--- src/rtl/ss_pkg.sv ---
// rtl/ss_pkg.sv - shared constants and types for the seven-segment scanner
//
// Purpose: digit count, blank patterns, segment type and slot phase enum
//          used by ss_refresh_timer and ss_scanner.
// Ports:   none (package).
package ss_pkg;

  localparam int NUM_DIGITS = 4;

  typedef logic [6:0] seg_t;

  localparam seg_t       SEG_BLANK = 7'h7F;
  localparam logic [3:0] AN_OFF    = 4'hF;

  // Phase within one digit slot; decoded from the slot counter, not stored.
  typedef enum logic {
    ST_BLANK = 1'b0,
    ST_SHOW  = 1'b1
  } slot_state_t;

endpackage

--- src/rtl/ss_refresh_timer.sv ---
// rtl/ss_refresh_timer.sv - slot counter and digit index for the display scan
//
// Purpose: counts DIGIT_CYCLES clocks per digit slot and steps the digit
//          index 0..3 at the end of each slot.
// Ports:   i_clk         clock
//          i_rst         synchronous active-low reset
//          o_idx         digit currently being scanned
//          o_in_blank    slot counter is inside the blanking gap
//          o_frame_tick  counter state is cnt=0, idx=0 (first cycle of a frame)
module ss_refresh_timer
  import ss_pkg::*;
#(
  parameter int DIGIT_CYCLES = 25000,
  parameter int BLANK_CYCLES = 250
) (
  input  logic       i_clk,
  input  logic       i_rst,
  output logic [1:0] o_idx,
  output logic       o_in_blank,
  output logic       o_frame_tick
);

  localparam int            CW      = $clog2(DIGIT_CYCLES);
  localparam logic [CW-1:0] C_LAST  = CW'(DIGIT_CYCLES - 1);
  localparam logic [CW-1:0] C_BLANK = CW'(BLANK_CYCLES);

  logic [CW-1:0] r_cnt;
  logic [1:0]    r_idx;

  always_ff @(posedge i_clk) begin
    if (!i_rst) begin
      r_cnt <= '0;
      r_idx <= '0;
    end else if (r_cnt == C_LAST) begin
      r_cnt <= '0;
      r_idx <= r_idx + 2'd1;  // natural 2-bit wrap gives 3 -> 0
    end else begin
      r_cnt <= r_cnt + CW'(1);
    end
  end

  assign o_idx        = r_idx;
  assign o_in_blank   = (r_cnt < C_BLANK);
  assign o_frame_tick = (r_cnt == '0) && (r_idx == 2'd0);

endmodule

--- src/rtl/ss_scanner.sv ---
// rtl/ss_scanner.sv - four-digit common-anode seven-segment scan driver
//
// Purpose: snapshots four active-low segment patterns once per frame and
//          scans them onto a shared cathode bus with a blanking gap at the
//          start of every digit slot.
// Ports:   i_clk            clock
//          i_rst            synchronous active-low reset
//          i_seg3..i_seg0   active-low segment patterns (seg3 leftmost)
//          i_dp_mask        per-digit decimal point enable, active-high
//          i_digit_en       per-digit enable, active-high
//          o_seg_out        active-low cathode bus
//          o_dp_out         active-low decimal point cathode
//          o_an_out         active-low anode selects, bit i = digit i
//          o_frame_start    one-cycle pulse when a new snapshot is valid
module ss_scanner
  import ss_pkg::*;
#(
  parameter int DIGIT_CYCLES = 25000,
  parameter int BLANK_CYCLES = 250
) (
  input  logic       i_clk,
  input  logic       i_rst,
  input  logic [6:0] i_seg3,
  input  logic [6:0] i_seg2,
  input  logic [6:0] i_seg1,
  input  logic [6:0] i_seg0,
  input  logic [3:0] i_dp_mask,
  input  logic [3:0] i_digit_en,
  output logic [6:0] o_seg_out,
  output logic       o_dp_out,
  output logic [3:0] o_an_out,
  output logic       o_frame_start
);

  logic [1:0]  w_idx;
  logic        w_in_blank;
  logic        w_frame_tick;
  slot_state_t w_state;

  ss_refresh_timer #(
    .DIGIT_CYCLES (DIGIT_CYCLES),
    .BLANK_CYCLES (BLANK_CYCLES)
  ) u_timer (
    .i_clk        (i_clk),
    .i_rst        (i_rst),
    .o_idx        (w_idx),
    .o_in_blank   (w_in_blank),
    .o_frame_tick (w_frame_tick)
  );

  assign w_state = w_in_blank ? ST_BLANK : ST_SHOW;

  seg_t       r_shadow_seg [NUM_DIGITS];
  logic [3:0] r_shadow_dp;
  logic [3:0] r_shadow_en;

  seg_t       r_seg_out;
  logic       r_dp_out;
  logic [3:0] r_an_out;
  logic       r_frame_start;

  // The frame's first cycle is always blank, so the shadow registers can
  // reload there without the outputs ever mixing old and new values.
  always_ff @(posedge i_clk) begin
    if (!i_rst) begin
      for (int i = 0; i < NUM_DIGITS; i++) begin
        r_shadow_seg[i] <= SEG_BLANK;
      end
      r_shadow_dp   <= '0;
      r_shadow_en   <= '0;
      r_seg_out     <= SEG_BLANK;
      r_dp_out      <= 1'b1;
      r_an_out      <= AN_OFF;
      r_frame_start <= 1'b0;
    end else begin
      if (w_frame_tick) begin
        r_shadow_seg[0] <= i_seg0;
        r_shadow_seg[1] <= i_seg1;
        r_shadow_seg[2] <= i_seg2;
        r_shadow_seg[3] <= i_seg3;
        r_shadow_dp     <= i_dp_mask;
        r_shadow_en     <= i_digit_en;
      end
      r_frame_start <= w_frame_tick;
      if (w_state == ST_SHOW && r_shadow_en[w_idx]) begin
        r_an_out  <= AN_OFF & ~(4'(1) << w_idx);
        r_seg_out <= r_shadow_seg[w_idx];
        r_dp_out  <= ~r_shadow_dp[w_idx];
      end else begin
        r_an_out  <= AN_OFF;
        r_seg_out <= SEG_BLANK;
        r_dp_out  <= 1'b1;
      end
    end
  end

  assign o_seg_out     = r_seg_out;
  assign o_dp_out      = r_dp_out;
  assign o_an_out      = r_an_out;
  assign o_frame_start = r_frame_start;

endmodule

--- config.mk ---
export PLATFORM = sky130hd
export DESIGN_NAME = ss_scanner
export DESIGN_NICKNAME = d
export VERILOG_FILES = /design/src/rtl/ss_pkg.sv /design/src/rtl/ss_refresh_timer.sv /design/src/rtl/ss_scanner.sv
export SDC_FILE = /design/constraint.sdc
export NUM_CORES = 1
export LEC_CHECK = 0
export ABC_AREA = 1
export BUFFER_PORTS_ARGS = -buffer_cell sky130_fd_sc_hd__buf_2
export CORE_ASPECT_RATIO = 0.5
export CORE_MARGIN = 2
export CORE_UTILIZATION = 40
export CTS_BUF_LIST = sky130_fd_sc_hd__clkbuf_4 sky130_fd_sc_hd__clkbuf_8 sky130_fd_sc_hd__clkbuf_16
export DETAILED_ROUTE_END_ITERATION = 8
export GPL_TIMING_DRIVEN = 0
export SLEW_MARGIN = 20
export SYNTH_ARGS = -nofsm -noshare
export SYNTH_HDL_FRONTEND = slang
export SYNTH_SLANG_ARGS = --single-unit
--- constraint.sdc ---
create_clock -name i_clk -period 2.8 [get_ports i_clk]
set_clock_uncertainty 0.05 [all_clocks]
set_input_delay 0.56 -clock i_clk [delete_from_list [all_inputs] [get_ports i_clk]]
set_output_delay 0.56 -clock i_clk [all_outputs]
set_load 0.01 [all_outputs]
## After elaboration in Yosys (flattened, before gate mapping)

Memories as Yosys holds them, arrays and structs flattened. A register that Yosys moved wholly into a read port is not among the register bits.
Cells that the tools add are included.

- Flip-flop bits (word level): 31
- RAM bits: 28
- Output and inout bits: 13
- Logic and storage cells: 41
- Memories kept: 1

- Add/sub/neg operators: 2
- $lt $le $gt $ge: 2
- Equality and inequality tests: 1
- Shifts and indexed selects: 1
- Muxes and demuxes: 13
- Bitwise logic cells: 7
- Reduce and logical (&&, ||, !) cells: 7

Memories:

| memory | words | width | rd ports | clocked after Yosys merged registers in | wr ports | line | source |
|---|---|---|---|---|---|---|---|
| r_shadow_seg | 4 | 7 | 1 | 1 | 4 | ss_scanner.sv:53 | `seg_t r_shadow_seg [NUM_DIGITS];` |

Operators by type and width:

| cell | number |
|---|---|
| two-way mux 7 bit | 4 |
| adder 15 x 1 -> 15 bit, second input constant | 1 |
| equality test 15 bit, second input constant | 1 |
| logical NOT 15 bit | 1 |
| < comparator 15 x 8 -> 1 bit, second input constant | 1 |
| two-way mux 1 bit | 7 |
| binary-select mux 1 bit (select 2 bit) | 2 |
| NOT 4 bit | 1 |
| bitwise OR 1 bit | 4 |
| << shifter 1 x 2 -> 4 bit, first input constant | 1 |
| < comparator 2 x 3 -> 1 bit, second input constant | 1 |
| adder 2 x 1 -> 2 bit, second input constant | 1 |
| logical AND 1 bit | 2 |
| logical NOT 2 bit | 1 |
| NOT 1 bit | 2 |
| AND reduction 2 bit | 1 |
| OR reduction 2 bit | 1 |
| logical NOT 1 bit | 1 |

## Depth between registers and ports, before layout

- Depth in word-level cells: 6
- Gate-level depth with buffers: 10
- Depth with buffers taken out: 8

## Cells and area by module

From an unflattened synthesis, not the netlist that was laid out.

- Cells, all modules: 366
- Area, all modules: 3,059.2 sq um

Modules (own cells, without submodules):

| module | times used | cells each | area each (sq um) | sequential area each (sq um) |
|---|---|---|---|---|
| ss_scanner | 1 | 200 | 2,052.0 | 1,261.2 |
| ss_refresh_timer | 1 | 166 | 1,007.2 | 340.3 |

## Worst setup path after synthesis

OpenSTA, ideal clock, no wires.

- Kind: register to register
- From: register u_timer.r_idx[0], in the netlist u_timer.o_idx[0]
- To: memory r_shadow_seg[0][0] (netlist bit), enable pin
- Arrival time: 2.036 ns
- Required time: 2.365 ns
- Slack: 0.329 ns
- Stages on the path, launching flop included: 8
- Buffers on the path: 1
- Clock period less this slack: 2.471 ns
- Cells stage by stage: dfxtp_1 > clkinv_1 > clkbuf_1 > ha_1 > nand3_2 > nor2_8 > nand2_4 > nand2_1

RTL lines:

| item | line | source |
|---|---|---|
| start, declared | ss_refresh_timer.sv:28 | `logic [1:0] r_idx;` |
| start signal, assigned | ss_refresh_timer.sv:36 | `r_idx <= r_idx + 2'd1;` |
| end, declared | ss_scanner.sv:53 |  |

==> reports/metrics.cfg <==
[detailed_routing]
vias = 2717
ant_nets = 0
wl_um = 6944
drc_errors = 0
wl_per_cell_um = 11.65
via_per_inst = 4.559
first_pass_iters = 4
drt-initial-drc-count = 160

[global_route]
antenna_found_initial = 0
grt_max_degree = 29
grt_util_met2_pct = 28.30
grt_pass1_wl_um = 11290
grtUsageMet1_pct = 19.35
top_usage_layer = met2
grt_pass1_vias = 2486
overflow = 0
grt_util_all_layers_pct = 16.56
grtUsageMet3_pct = 6.067

[flow_run]
cap_violations = 0

[place]
place_hpwl_um = 4966
gp_routability_congestion = 0.8176
dpl_cell_area_mm2 = 0.003722
portBuffers = 49

[sta]
maxSlewViolCount = 0
fin_crit_sh_pct = 93.05
slew_headroom_pct = 62.54
setup_viol = 0
finalSetupTns_ns = 0
min_period_ns = 2.605
finalHoldViolCount = 0
rsz0062_at_grt = no
clock.fmax_mhz = 383.8
worst_pin_slew_ns = 0.5619

[synthesis]
ys_warn_count = 0
yosys.area.top_type = edfxtp_1
syn_inst = 419
synth_seq_area_share_pct = 47.99
syn_nets = 463
ys_types = 29
syn-cell-area_mm2 = 0.003337
ys_ff_latch = 66
yosysTopAreaCellShare_pct = 25.20
synth_area_leaders = edfxtp_1, dfxtp_1, nand2_1
syn_avg_cell_area_um2 = 7.964

[layout]
syn2layout_area_growth_pct = 21.22
final_cell_mix = nand2_1, inv_1, buf_2, dfxtp_1, nand3_1
final_common_cell = nand2_1
fillers = 812
postLayoutCellArea_mm2 = 0.004045
antenna_cells = 0
nets = 523
drive_above_1_share_pct = 20.66

[pwr]
ir_worst_vdd_mv = 0.2891
p_leak_nw = 1.972
power_mw = 2.455
powerDensity_mw_per_mm2 = 606.8

[cts]
cts.path.max_buffers = 2
htreeDepth = 3
cts_tree = done
insertion_delay_ns = 0.33
numCtsBuffers = 9
cts.sinks = 66
postCtsSetupRepairBufs = 0
path_clk_slew_ns = 0.05
cts_root_buf = clkbuf_16

[critical_path]
rr_startpoint = u_timer.o_idx[0]$_SDFFE_PN0N_
end_kind = register
crit_top_cell = nand2_4
path_buf_inv = 4
critical_path.slowest_cell = clkbuf_1
crit_type = reg -> reg
rr_worst_depth = 10
cp_slowest_stage_delay_ns = 0.48
rr_endpoint = r_shadow_seg[1][1]$_SDFFCE_PN1P_
cp.required_ns = 2.84
reg2reg_slack_ns = 0.19
startpoint_type = register
arrival_ns = 2.64
crit_chain = clkinv_1 > clkbuf_1 > ha_1 > nand3_2 > nor2_8 > nand2_4 > nor2_4 > buf_6 > buf_12 > nand2_4
crit_family = buffers and inverters
crit_start = u_timer.o_idx[0]$_SDFFE_PN0N_
path_max_fanout = 11

[worst_hold_path]
hold_end = r_shadow_dp[0]$_SDFFE_PN0P_
hold_path.startpoint = r_shadow_dp[0]$_SDFFE_PN0P_
hold_path_depth = 2
worstHoldPathType = reg -> reg

[floorplan]
die_h_um = 68.59
die_w_um = 133.2
core_area_mm2 = 0.008058
io_pins = 51
dieArea_mm2 = 0.009133
start_util_pct = 41.41
rows = 23

[outcome]
status = finished, final reports clean

[flip-flops by register name, indices dropped and copies added (netlist names)]
signal and cells:
r_shadow_seg 28, r_shadow_en 4, o_dp_out 1, u_timer.r_cnt 15
u_timer.o_idx 2, o_seg_out 7, o_frame_start 1, o_an_out 4
r_shadow_dp 4
[area by class of cell]
class	instances	area (µm²)	share of cell area, %
plain buffers	15	95.09	2.351
clock buffers	10	232.7	5.753
clock inverters	6	82.58	2.041
inverters	86	322.8	7.980
multi-input cells	252	1325	32.76
flip-flops and latches	66	1602	39.59
well taps	112	140.1	3.464
repair buffers	49	245.2	6.062
[how the worst max path moves through the flow]
stage	to	slack, ns	cells after the start
4_1_cts	r_shadow_seg[0][3]$_SDFFCE_PN1P_	0.04	7
3_5_place_dp	r_shadow_seg[0][6]$_SDFFCE_PN1P_	-0.32	7
5_1_grt	r_shadow_seg[0][2]$_SDFFCE_PN1P_	0.004	10
3_3_place_gp	r_shadow_seg[0][6]$_SDFFCE_PN1P_	-0.29	7
2_1_floorplan	r_shadow_seg[0][0]$_SDFFCE_PN1P_	0.33	7
6_report	r_shadow_seg[1][1]$_SDFFCE_PN1P_	0.19	10
[where the power goes]
part,internal [mW],leakage (nW),total [mW],switching (mW)
clock,0.783,0.157,1.18,0.397
sequential,1.06,0.542,1.07,0.0165
combinational,0.0745,1.27,0.201,0.126
[metal layers]
metal,up-vias,part of all wire (%)
met5,-,0
met2,45,48
met3,7,3.9
met1,1231,47
li1,1434,-
met4,0,1.0
[what timing repair did]
| action | in CTS | in global routing |
|---|---|---|
| resized for setup | 1 | 1 |
| endpoints found under the setup margin | 28 | 28 |
| hold buffers | 0 | 0 |
| hold endpoints to repair | 0 | 0 |
[kinds of logic after synthesis]
kind of cell | count (synthesis) | synth area share (%)
simple gates | 229 | 34.57
buf+inv | 101 | 12.52
flops | 66 | 47.99
compound gates | 16 | 2.399
fa+ha+maj | 6 | 2.250
xor+xnor | 1 | 0.2625
[stage by stage]
step,setup slack (ns),hold slack [ns],std cells,util [%]
after floorplan,0.3289,0.3953,419,-
after global placement,-0.2908,0.4154,580,46.20
after detailed placement,-0.3237,0.4136,580,46.20
after CTS,0.03620,0.4100,596,50.14
after global routing,0.004165,0.4241,596,50.20
final,0.1946,0.4208,596,50.20
[worst register-to-register path, stage by stage, from the launching register on]
cell	delay [ns]
dfxtp_1	0.35
clkinv_1	0.21
clkbuf_1	0.48
ha_1	0.29
nand3_2	0.13
nor2_8	0.21
nand2_4	0.14
nor2_4	0.12
buf_6	0.15
buf_12	0.18
nand2_4	0.06
[synthesized netlist by cell type (all sizes together)]
cell,n
clkinv,3
a21oi,12
nor3,1
o21ai,4
buf,9
xor2,1
nand2,125
ha,6
clkbuf,6
nand4,25
nand3b,1
edfxtp,28
inv,83
nand3,39
or2,1
dfxtp,38
nor2,37
Note: power is estimated with default switching activity, not from simulation.
